==> src/rtl/ktc32_uart_pkg.sv <==
// Shared definitions for the UART receive path: default timing and buffer
// sizing, plus the receiver FSM state encoding.
package ktc32_uart_pkg;

    // 12 MHz clock / 115200 baud
    localparam int DEF_CLKS_PER_BIT = 104;
    localparam int DEF_FIFO_DEPTH   = 4;

    typedef enum logic [1:0] {
        ST_IDLE  = 2'd0,
        ST_START = 2'd1,
        ST_DATA  = 2'd2,
        ST_STOP  = 2'd3
    } rx_state_e;

endpackage

==> src/rtl/uart_rx_fifo.sv <==
// First-word-fall-through byte FIFO for received characters. A push that
// arrives while full is accepted only if the head is popped in the same
// cycle; otherwise it is dropped and drop_o pulses for that cycle.
module uart_rx_fifo
    import ktc32_uart_pkg::*;
#(
    parameter int DEPTH = DEF_FIFO_DEPTH
) (
    input  logic       clk,
    input  logic       n_reset,
    input  logic       push_i,
    input  logic [7:0] wdata_i,
    input  logic       pop_i,
    output logic [7:0] rdata_o,
    output logic       full_o,
    output logic       empty_o,
    output logic       drop_o
);

    localparam int AW = $clog2(DEPTH);

    // Pointers carry one extra wrap bit so full and empty are distinguishable.
    logic [AW:0]   wr_ptr_q;
    logic [AW:0]   rd_ptr_q;
    logic [7:0]    mem_q [DEPTH];
    logic          do_pop;
    logic          do_push;

    // Occupancy decode and push/pop qualification.
    always_comb begin
        empty_o = (wr_ptr_q == rd_ptr_q);
        full_o  = (wr_ptr_q[AW] != rd_ptr_q[AW]) &&
                  (wr_ptr_q[AW-1:0] == rd_ptr_q[AW-1:0]);
        do_pop  = pop_i && !empty_o;
        do_push = push_i && (!full_o || do_pop);
        drop_o  = push_i && full_o && !pop_i;
        rdata_o = empty_o ? 8'h00 : mem_q[rd_ptr_q[AW-1:0]];
    end

    // Storage array; contents are meaningless while empty, so no reset.
    always_ff @(posedge clk) begin
        if (do_push) begin
            mem_q[wr_ptr_q[AW-1:0]] <= wdata_i;
        end
    end

    // Read and write pointers, wrapping naturally modulo 2*DEPTH.
    always_ff @(posedge clk or negedge n_reset) begin
        if (!n_reset) begin
            wr_ptr_q <= '0;
            rd_ptr_q <= '0;
        end else begin
            if (do_push) begin
                wr_ptr_q <= wr_ptr_q + (AW+1)'(1);
            end
            if (do_pop) begin
                rd_ptr_q <= rd_ptr_q + (AW+1)'(1);
            end
        end
    end

endmodule

==> src/rtl/uart_rx.sv <==
// 8N1 UART receiver: synchronizes rxd, centres sampling on the start bit,
// shifts in eight data bits LSB first, checks the stop bit and buffers good
// bytes in a small FWFT FIFO. Overrun and framing errors are sticky until
// clear_err; a new error event in the same cycle as clear_err wins.
module uart_rx
    import ktc32_uart_pkg::*;
#(
    parameter int CLKS_PER_BIT = DEF_CLKS_PER_BIT,
    parameter int FIFO_DEPTH   = DEF_FIFO_DEPTH
) (
    input  logic       clk,
    input  logic       n_reset,
    input  logic       rxd,
    input  logic       rd_en,
    input  logic       clear_err,
    output logic [7:0] rx_data,
    output logic       rx_valid,
    output logic       overrun,
    output logic       frame_err,
    output rx_state_e  dbg_state_o
);

    localparam int                CNT_W   = $clog2(CLKS_PER_BIT);
    localparam logic [CNT_W-1:0]  HALF_M1 = CNT_W'(CLKS_PER_BIT / 2 - 1);
    localparam logic [CNT_W-1:0]  FULL_M1 = CNT_W'(CLKS_PER_BIT - 1);

    logic [1:0]        sync_q;
    logic              rxd_s;
    rx_state_e         state_q;
    logic [CNT_W-1:0]  cnt_q;
    logic [2:0]        idx_q;
    logic [7:0]        shift_q;
    logic              frame_err_q;
    logic              overrun_q;
    logic              stop_tick;
    logic              push;
    logic              fifo_drop;
    logic              fifo_full;
    logic              fifo_empty;

    // Two-flop synchronizer; resets to the idle (high) line level.
    always_ff @(posedge clk or negedge n_reset) begin
        if (!n_reset) begin
            sync_q <= 2'b11;
        end else begin
            sync_q <= {sync_q[0], rxd};
        end
    end

    assign rxd_s = sync_q[1];

    // A good stop bit pushes in the same edge the FSM returns to IDLE.
    always_comb begin
        stop_tick = (state_q == ST_STOP) && (cnt_q == FULL_M1);
        push      = stop_tick && rxd_s;
    end

    // Receiver FSM with bit timing, bit index, shifter and framing flag.
    always_ff @(posedge clk or negedge n_reset) begin
        if (!n_reset) begin
            state_q     <= ST_IDLE;
            cnt_q       <= '0;
            idx_q       <= 3'd0;
            shift_q     <= 8'h00;
            frame_err_q <= 1'b0;
        end else begin
            if (clear_err) begin
                frame_err_q <= 1'b0;
            end
            case (state_q)
                ST_IDLE: begin
                    if (!rxd_s) begin
                        state_q <= ST_START;
                        cnt_q   <= '0;
                    end
                end
                ST_START: begin
                    if (cnt_q == HALF_M1) begin
                        cnt_q <= '0;
                        idx_q <= 3'd0;
                        // Line back high at mid start bit is a glitch.
                        state_q <= rxd_s ? ST_IDLE : ST_DATA;
                    end else begin
                        cnt_q <= cnt_q + CNT_W'(1);
                    end
                end
                ST_DATA: begin
                    if (cnt_q == FULL_M1) begin
                        cnt_q          <= '0;
                        shift_q[idx_q] <= rxd_s;
                        idx_q          <= idx_q + 3'd1;
                        if (idx_q == 3'd7) begin
                            state_q <= ST_STOP;
                        end
                    end else begin
                        cnt_q <= cnt_q + CNT_W'(1);
                    end
                end
                ST_STOP: begin
                    if (stop_tick) begin
                        cnt_q   <= '0;
                        state_q <= ST_IDLE;
                        if (!rxd_s) begin
                            frame_err_q <= 1'b1;
                        end
                    end else begin
                        cnt_q <= cnt_q + CNT_W'(1);
                    end
                end
                default: begin
                    state_q <= ST_IDLE;
                    cnt_q   <= '0;
                end
            endcase
        end
    end

    // Sticky overrun flag; a drop in the same cycle as clear_err wins.
    always_ff @(posedge clk or negedge n_reset) begin
        if (!n_reset) begin
            overrun_q <= 1'b0;
        end else if (fifo_drop) begin
            overrun_q <= 1'b1;
        end else if (clear_err) begin
            overrun_q <= 1'b0;
        end
    end

    uart_rx_fifo #(
        .DEPTH (FIFO_DEPTH)
    ) u_fifo (
        .clk     (clk),
        .n_reset (n_reset),
        .push_i  (push),
        .wdata_i (shift_q),
        .pop_i   (rd_en),
        .rdata_o (rx_data),
        .full_o  (fifo_full),
        .empty_o (fifo_empty),
        .drop_o  (fifo_drop)
    );

    assign rx_valid    = !fifo_empty;
    assign overrun     = overrun_q;
    assign frame_err   = frame_err_q;
    assign dbg_state_o = state_q;

endmodule
==> config.mk <==
export PLATFORM = sky130hd
export DESIGN_NAME = uart_rx
export DESIGN_NICKNAME = d
export VERILOG_FILES = /design/src/rtl/ktc32_uart_pkg.sv /design/src/rtl/uart_rx_fifo.sv /design/src/rtl/uart_rx.sv
export SDC_FILE = /design/constraint.sdc
export NUM_CORES = 1
export LEC_CHECK = 0
export BUFFER_PORTS_ARGS = -buffer_cell sky130_fd_sc_hd__buf_2
export CAP_MARGIN = 20
export CORE_MARGIN = 2
export CORE_UTILIZATION = 60
export DETAILED_ROUTE_END_ITERATION = 8
export GPL_TIMING_DRIVEN = 0
export PLACE_DENSITY = 0.79
export RECOVER_POWER = 25
export SYNTH_ARGS = -nofsm -noshare
export SYNTH_HDL_FRONTEND = slang
export SYNTH_SLANG_ARGS = --single-unit
==> constraint.sdc <==
create_clock -name clk -period 2.2 [get_ports clk]
set_input_delay 0.33 -clock clk [delete_from_list [all_inputs] [get_ports clk]]
set_output_delay 0.33 -clock clk [all_outputs]
set_load 0.01 [all_outputs]
# Yosys cells after proc, flatten, opt, wreduce, memory -nomap -nowiden
# Memory sizes are Yosys's and may differ from the RTL's.
# Index checks and enable logic that the tools add are counted.
totals:
  ram_bits: 32
  out_inout_bits: 13
  input_bits: 5
  mem_count: 1
  regBits: 30
memory_table:
  columns: ["name", "depth", "word_bits", "rd", "rd_ports_with_merged_regs", "wr", "line_no", "rtl"]
  rows:
  - ["u_fifo.mem_q", 4, 8, 1, 0, 1, "uart_rx_fifo.sv:25", "logic [7:0] mem_q [DEPTH];"]
classes:
  eq_ne: 14
  n_addsub: 4
  n_lt_le_gt_ge: 2
  n_reduce_logical: 18
  n_mux: 27
ops:
  columns: ["operator", "n"]
  rows:
  - ["$mux W7", 4]
  - ["$pmux W7 S4", 1]
  - ["$mux W2", 6]
  - ["$ne A2 B2 Y1 const B", 5]
  - ["$add A3 B1 Y3 const B", 3]
  - ["$mux W1", 9]
  - ["$bwmux W8", 1]
  - ["$logic_and A1 B1 Y1", 8]
  - ["$mux W8", 1]
  - ["$pmux W2 S4", 1]
  - ["$add A7 B1 Y7 const B", 1]
  - ["$eq A7 B6 Y1 const B", 1]
  - ["$eq A7 B7 Y1 const B", 1]
  - ["$mux W3", 2]
  - ["$pmux W3 S2", 1]
  - ["$reduce_and A5 Y1", 1]
  - ["$eq A2 B2 Y1 const B", 2]
  - ["$lt A3 B4 Y1 const B", 1]
  - ["$reduce_bool A2 Y1", 2]
  - ["$demux W1 S3", 1]
  - ["$eq A3 B3 Y1", 1]
  - ["$eq A3 B3 Y1 const B", 1]
  - ["$ge A3 B1 Y1 const B", 1]
  - ["$logic_not A1 Y1", 3]
  - ["other kinds (7)", 7]

# Logic depth before layout (Yosys ltp)
logic_depth:
  depth_word: 7
  mapped_depth: 7
  ltp_nobuf: 5

# Cells and area by module
# A second synthesis with hierarchy kept.
unflattened:
  hier_cells: 207
  hier_area_um2: 2862.7
by_module_without_submodules:
  columns: ["mod", "area_per_inst_um2", "n_inst", "cells_per_inst", "seq_area_each_um2"]
  rows:
  - ["uart_rx_fifo", 1642.8, 1, 89, 1111.1]
  - ["uart_rx", 1219.9, 1, 118, 603.1]

# Worst setup path before layout
# OpenSTA, ideal clock, no wires.
synth_timing:
  path_type: "reg2reg"
  start: "reg cnt_q[0]"
  end: "mem u_fifo.mem_q[3][0], enable pin"
  setup_slack_ns: 0.401
  required_ns: 1.868
  synth_period_minus_slack_ns: 1.799
  stages_incl_launch_ff: 7
  setup_time_ns: 0.332
  path_buffers: 1
  arrival_ns: 1.467
  path_cell_list: "dfrtp_1 -> ha_1 -> and3b_1 -> buf_6 -> nand3_2 -> nor3_4 -> and2_1"
synth_between:
  elab_chain_len: 6
synth_rtl:
  columns: ["element", "line_no", "rtl"]
  rows:
  - ["start: declaration", "uart_rx.sv:30", "logic [CNT_W-1:0] cnt_q;"]
  - ["start signal: assignment", "uart_rx.sv:84", "cnt_q <= cnt_q + CNT_W'(1);"]
  - ["start signal: assignment", "uart_rx.sv:96", "cnt_q <= cnt_q + CNT_W'(1);"]
  - ["start signal: assignment", "uart_rx.sv:107", "cnt_q <= cnt_q + CNT_W'(1);"]
  - ["$eq A7 B7 Y1", "uart_rx.sv:54", "stop_tick = (state_q == ST_STOP) && (cnt_q == FULL_M1);"]
  - ["$logic_and A1 B1 Y1", "uart_rx.sv:54", null]
  - ["$logic_and A1 B1 Y1", "uart_rx.sv:55", "push = stop_tick && rxd_s;"]
  - ["$logic_and A1 B1 Y1", "uart_rx_fifo.sv:35", "do_push = push_i && (!full_o || do_pop);"]
  - ["$mux W1", "uart_rx_fifo.sv:42", "if (do_push) begin"]
  - ["$mux W1 (not written as such)", "uart_rx_fifo.sv:43", "mem_q[wr_ptr_q[AW-1:0]] <= wdata_i;"]
  - ["end: declaration", "uart_rx_fifo.sv:25", null]
# Every way passes these cells.

# Worst setup path after layout
layout_timing:
  start: "reg u_fifo.rd_ptr_q[0]"
  end: "out rx_data[0]"
layout_between:
  elab_chain_len: 2
  word_cells_on_any_way: 3
  cone_classes: "eq/ne: 1; mux: 1; memory: 1"
layout_rtl:
  columns: ["element", "line_no", "rtl"]
  rows:
  - ["start: declaration", "uart_rx_fifo.sv:24", "logic [AW:0] rd_ptr_q;"]
  - ["start signal: assignment", "uart_rx_fifo.sv:57", "rd_ptr_q <= rd_ptr_q + (AW+1)'(1);"]
  - ["$mem_v2 Z4 W8 / $eq A3 B3 Y1 (equally long branches)", null, null]
  - ["$mux W8 (*)", "uart_rx_fifo.sv:37", "rdata_o = empty_o ? 8'h00 : mem_q[rd_ptr_q[AW-1:0]];"]
  - ["end: declaration", "uart_rx.sv:16", "output logic [7:0] rx_data,"]
# Every way passes the cells marked *; elsewhere a longest branch is shown, timed or not.

==> run metrics <==
CTS Root Cell=sky130_fd_sc_hd__clkbuf_8; cell with the biggest individual delay on the critical path=sky130_fd_sc_hd__mux4_1; leading cell type in the layout, fill and taps excluded=sky130_fd_sc_hd__edfxtp_1; number of buffers created by CTS=9; buffers inserted by post-CTS timing repair=0; most frequent cells in the layout=sky130_fd_sc_hd__edfxtp_1, sky130_fd_sc_hd__dfrtp_1, sky130_fd_sc_hd__buf_2, sky130_fd_sc_hd__nand2_1; Remaining DRCs=0; ANT cells=0; detail-routed via count per cell=~5.7; post-placement worst setup slack=0.0633 ns; number of fill cells in the layout=between 300 and 400; area share of the largest cell type after synthesis=33.1%; first-pass detailed-route iteration total=4; Period Utilization, post-route=about 93%; HP Class=in2reg; data arrival time of the critical path=1.72 ns; total number of vias=approximately 1,700; achievable frequency=between 400 and 500 MHz; first-pass GRT wire length=approximately 8000 um; number of nets in the finished design=around 250; share of async-settable or async-resettable flops after synthesis=48.4%; CTS Buffer Depth=2; leading post-synthesis cells by cell area=sky130_fd_sc_hd__edfxtp_1, sky130_fd_sc_hd__dfrtp_1, sky130_fd_sc_hd__ha_1, sky130_fd_sc_hd__mux4_1, sky130_fd_sc_hd__mux2_1; ports placed on the boundary=18; type of the worst setup path=reg2out; part of the power in the clock network=a little over two fifths; cell internal pwr=between 0.0015 and 0.002 W; Final ANT Viol Nets=0; leakage power figure=roughly 1.4 nW; syn avg cell area=between 10 and 15 um^2; maximum number of pins on one net before global-route repair=31; summed negative setup slack over all endpoints=0 ns; worst path required time=roughly 1.9 ns; post-layout minimum cycle time=around 2 ns; critical path startpoint category=flop; port bufs=17; Die Height=~74 um; number of global-route vias before repair=1,635; number of different library cells in the post-synthesis netlist=47; detailed-route wire length per cell=15.7 um; largest clock skew in the final design=around 0.0079 ns; final max-slew violation count=31; floorplan die area=~5400 um^2; total wirelength of the detailed-routed design=4600 um; instance count of the mapped netlist=207; routability congestion estimate=between 0.8 and 0.9; final global-route overflow total=0; Syn Nets=between 200 and 250; net switching power=0.000429 W; hpwl dp=between 3000 and 4000 um; Crit path max-delay family=multiplexers; result of the run=finished with violations; sequential group share of total power=between 50% and 60%; Slowest Stage Delay on Critical Path=~0.56 ns; post-route worst setup slack=between 0.1 and 0.15 ns; largest driver fanout on the critical path=10; power per cell area=a little under 700 nW/um^2; flip-flop and latch count after synthesis=62; Iter 0 DRT Violations=between 100 and 150; switch share=roughly 20%; area delta synth->final=12.0%; sequential fraction of the synthesis area=between 50% and 60%; Worst Hold Slack=approximately 0.10 ns; number of flops mapped to enable cells by yosys=32; predominant post-synthesis flop cell=sky130_fd_sc_hd__edfxtp_1; failing checks=capacitance limit, slew limit; layout cells sized above 1=24.6%; clock-pin transition on the worst setup and hold timing paths=~0.060 ns; CTS tree=done; post-layout utilization of the core=between 60% and 70%; Final Setup Violations=0; number of sinks on the clock net=slightly above 60; core outline area=4690 um^2; worst-margin pin slew=1.65 ns; Worst Setup End Kind=output pin; antenna violations before repair=0; Overall Global Routing Usage=about a fifth; critical path cell sequence=buf_6, mux4_1, and2_1, buf_2; insertion delay of the later-clocked pin in the worst-skew pair=0.33 ns; Row Count=25; max-cap check violation count=1; number of warning messages in the yosys log=0; Slew headroom=-10.3%; logic gate share of total power=0.9%; Chip Width=approximately 74 um; number of endpoints with negative hold slack in the final report=0; biggest area consumer among synthesized cells=sky130_fd_sc_hd__edfxtp_1; peak supply drop=roughly 0.42 mV; cell area after technology mapping=between 2000 and 3000 um^2; Critical path buffers and inverters=2; starting utilization of the core area=between 60% and 70%; setup repair after global routing missed its margin=no; Clock H-tree levels=3
-- Yosys cell counts, types with 2 or more instances --
master                     count
sky130_fd_sc_hd__edfxtp_1     32
sky130_fd_sc_hd__dfrtp_1      28
sky130_fd_sc_hd__nand2_1      17
sky130_fd_sc_hd__and2_1       14
sky130_fd_sc_hd__ha_1          9
sky130_fd_sc_hd__nor2_1        9
sky130_fd_sc_hd__inv_1         8
sky130_fd_sc_hd__mux2_1        8
sky130_fd_sc_hd__nand3_1       5
sky130_fd_sc_hd__xnor2_1       5
sky130_fd_sc_hd__mux2_2        4
sky130_fd_sc_hd__mux4_1        4
sky130_fd_sc_hd__mux4_2        4
sky130_fd_sc_hd__nand4_1       4
sky130_fd_sc_hd__o22ai_1       4
sky130_fd_sc_hd__a22o_1        3
sky130_fd_sc_hd__buf_2         3
sky130_fd_sc_hd__buf_6         3
sky130_fd_sc_hd__nand4b_1      3
sky130_fd_sc_hd__nor3_1        3
sky130_fd_sc_hd__a21oi_1       2
sky130_fd_sc_hd__clkbuf_1      2
sky130_fd_sc_hd__dfstp_2       2
sky130_fd_sc_hd__mux2i_1       2
sky130_fd_sc_hd__nand2b_1      2
sky130_fd_sc_hd__nand3b_1      2
sky130_fd_sc_hd__nor2b_1       2
sky130_fd_sc_hd__nor4b_2       2
sky130_fd_sc_hd__o21a_1        2
sky130_fd_sc_hd__xor2_1        2
-- power groups by stage --
stage                logic (W)  registers [W]  clock network, W
finish               0.0000188        0.00122          0.000961
global route         0.0000222        0.00122           0.00103
CTS                  0.0000200        0.00122          0.000977
detailed placement   0.0000200        0.00124                 0
global placement     0.0000195        0.00124                 0
floorplan           0.00000330        0.00124                 0
-- timing repair --
| item | 4_1_cts | 5_1_grt |
|---|---|---|
| hold buffers | 0 | 0 |
| setup endpoints to repair | 0 | 40 |
| resized for setup | 0 | 6 |
-- worst paths after layout --
kind,startpoint,to,slack (ns),cells after the start
max,u_fifo.rd_ptr_q[0],rx_data[0],0.15,4
min,rxd,sync_q[0],0.1,1
max reg2reg,cnt_q[0],u_fifo.mem_q[2][0],0.24,6
min reg2reg,sync_q[0],sync_q[1],0.36,0
max in group asynchronous,n_reset,u_fifo.wr_ptr_q[0],0.82,1
min in group asynchronous,n_reset,cnt_q[0],0.41,1
-- worst register-to-register path: stages, from the launching register on --
cell                      delay [ns]
sky130_fd_sc_hd__dfrtp_1        0.40
sky130_fd_sc_hd__ha_1           0.18
sky130_fd_sc_hd__and3b_1        0.18
sky130_fd_sc_hd__buf_6          0.13
sky130_fd_sc_hd__nand3_2        0.13
sky130_fd_sc_hd__nor3_4         0.28
sky130_fd_sc_hd__and2_2         0.35
-- layout make-up --
type	instances	area (um^2)	share of cell area [%]
sequential	62	1710	52.7
clock inverter	4	46.3	1.42
clock buffer	12	145	4.46
timing repair buffer	17	83.8	2.58
inverter	8	30.0	0.924
multi-input combinational	128	1100	33.8
tap	54	67.6	2.08
buffer	9	65.1	2.00
-- per-stage QoR --
| stage | power [W] | area, um^2 | std cells |
|---|---|---|---|
| 6_report | 0.00220 | 3250 | 294 |
| 5_1_grt | 0.00227 | 3250 | 294 |
| 4_1_cts | 0.00221 | 3250 | 294 |
| 3_5_place_dp | 0.00126 | 3050 | 278 |
| 3_3_place_gp | 0.00126 | 3050 | 278 |
| 2_1_floorplan | 0.00124 | 2900 | 207 |
-- logic make-up (layout without fill, tap and decap cells) --
group                    count (synthesis)  count (layout)  synth area share (%)
AND/OR/NAND/NOR                         72              72                  15.2
flip-flops                              62              62                  59.1
multiplexers                            22              22                  12.1
AO/OA/AOI/OAI                           18              18                  4.44
buffers and inverters                   17              50                  3.23
adder cells (fa/ha/maj)                  9               9                  3.88
XOR/XNOR                                 7               7                  2.11
-- sequential cells by signal (all words and copies together), names as in the netlist, 2 cells and up, named ones only --
register	cells
sync_q	2
shift_q	8
u_fifo.mem_q	32
u_fifo.wr_ptr_q	3
cnt_q	7
u_fifo.rd_ptr_q	3
idx_q	3
-- per-layer routing --
metal	wire length, um	track usage [%]	vias up
met3	156	5.35	6
met1	2170	26.7	799
li1	-	-	826
met4	58	7.68	0
met5	0	0	-
met2	2220	30.9	33
No activity file was read; power rests on OpenSTA's default activity.
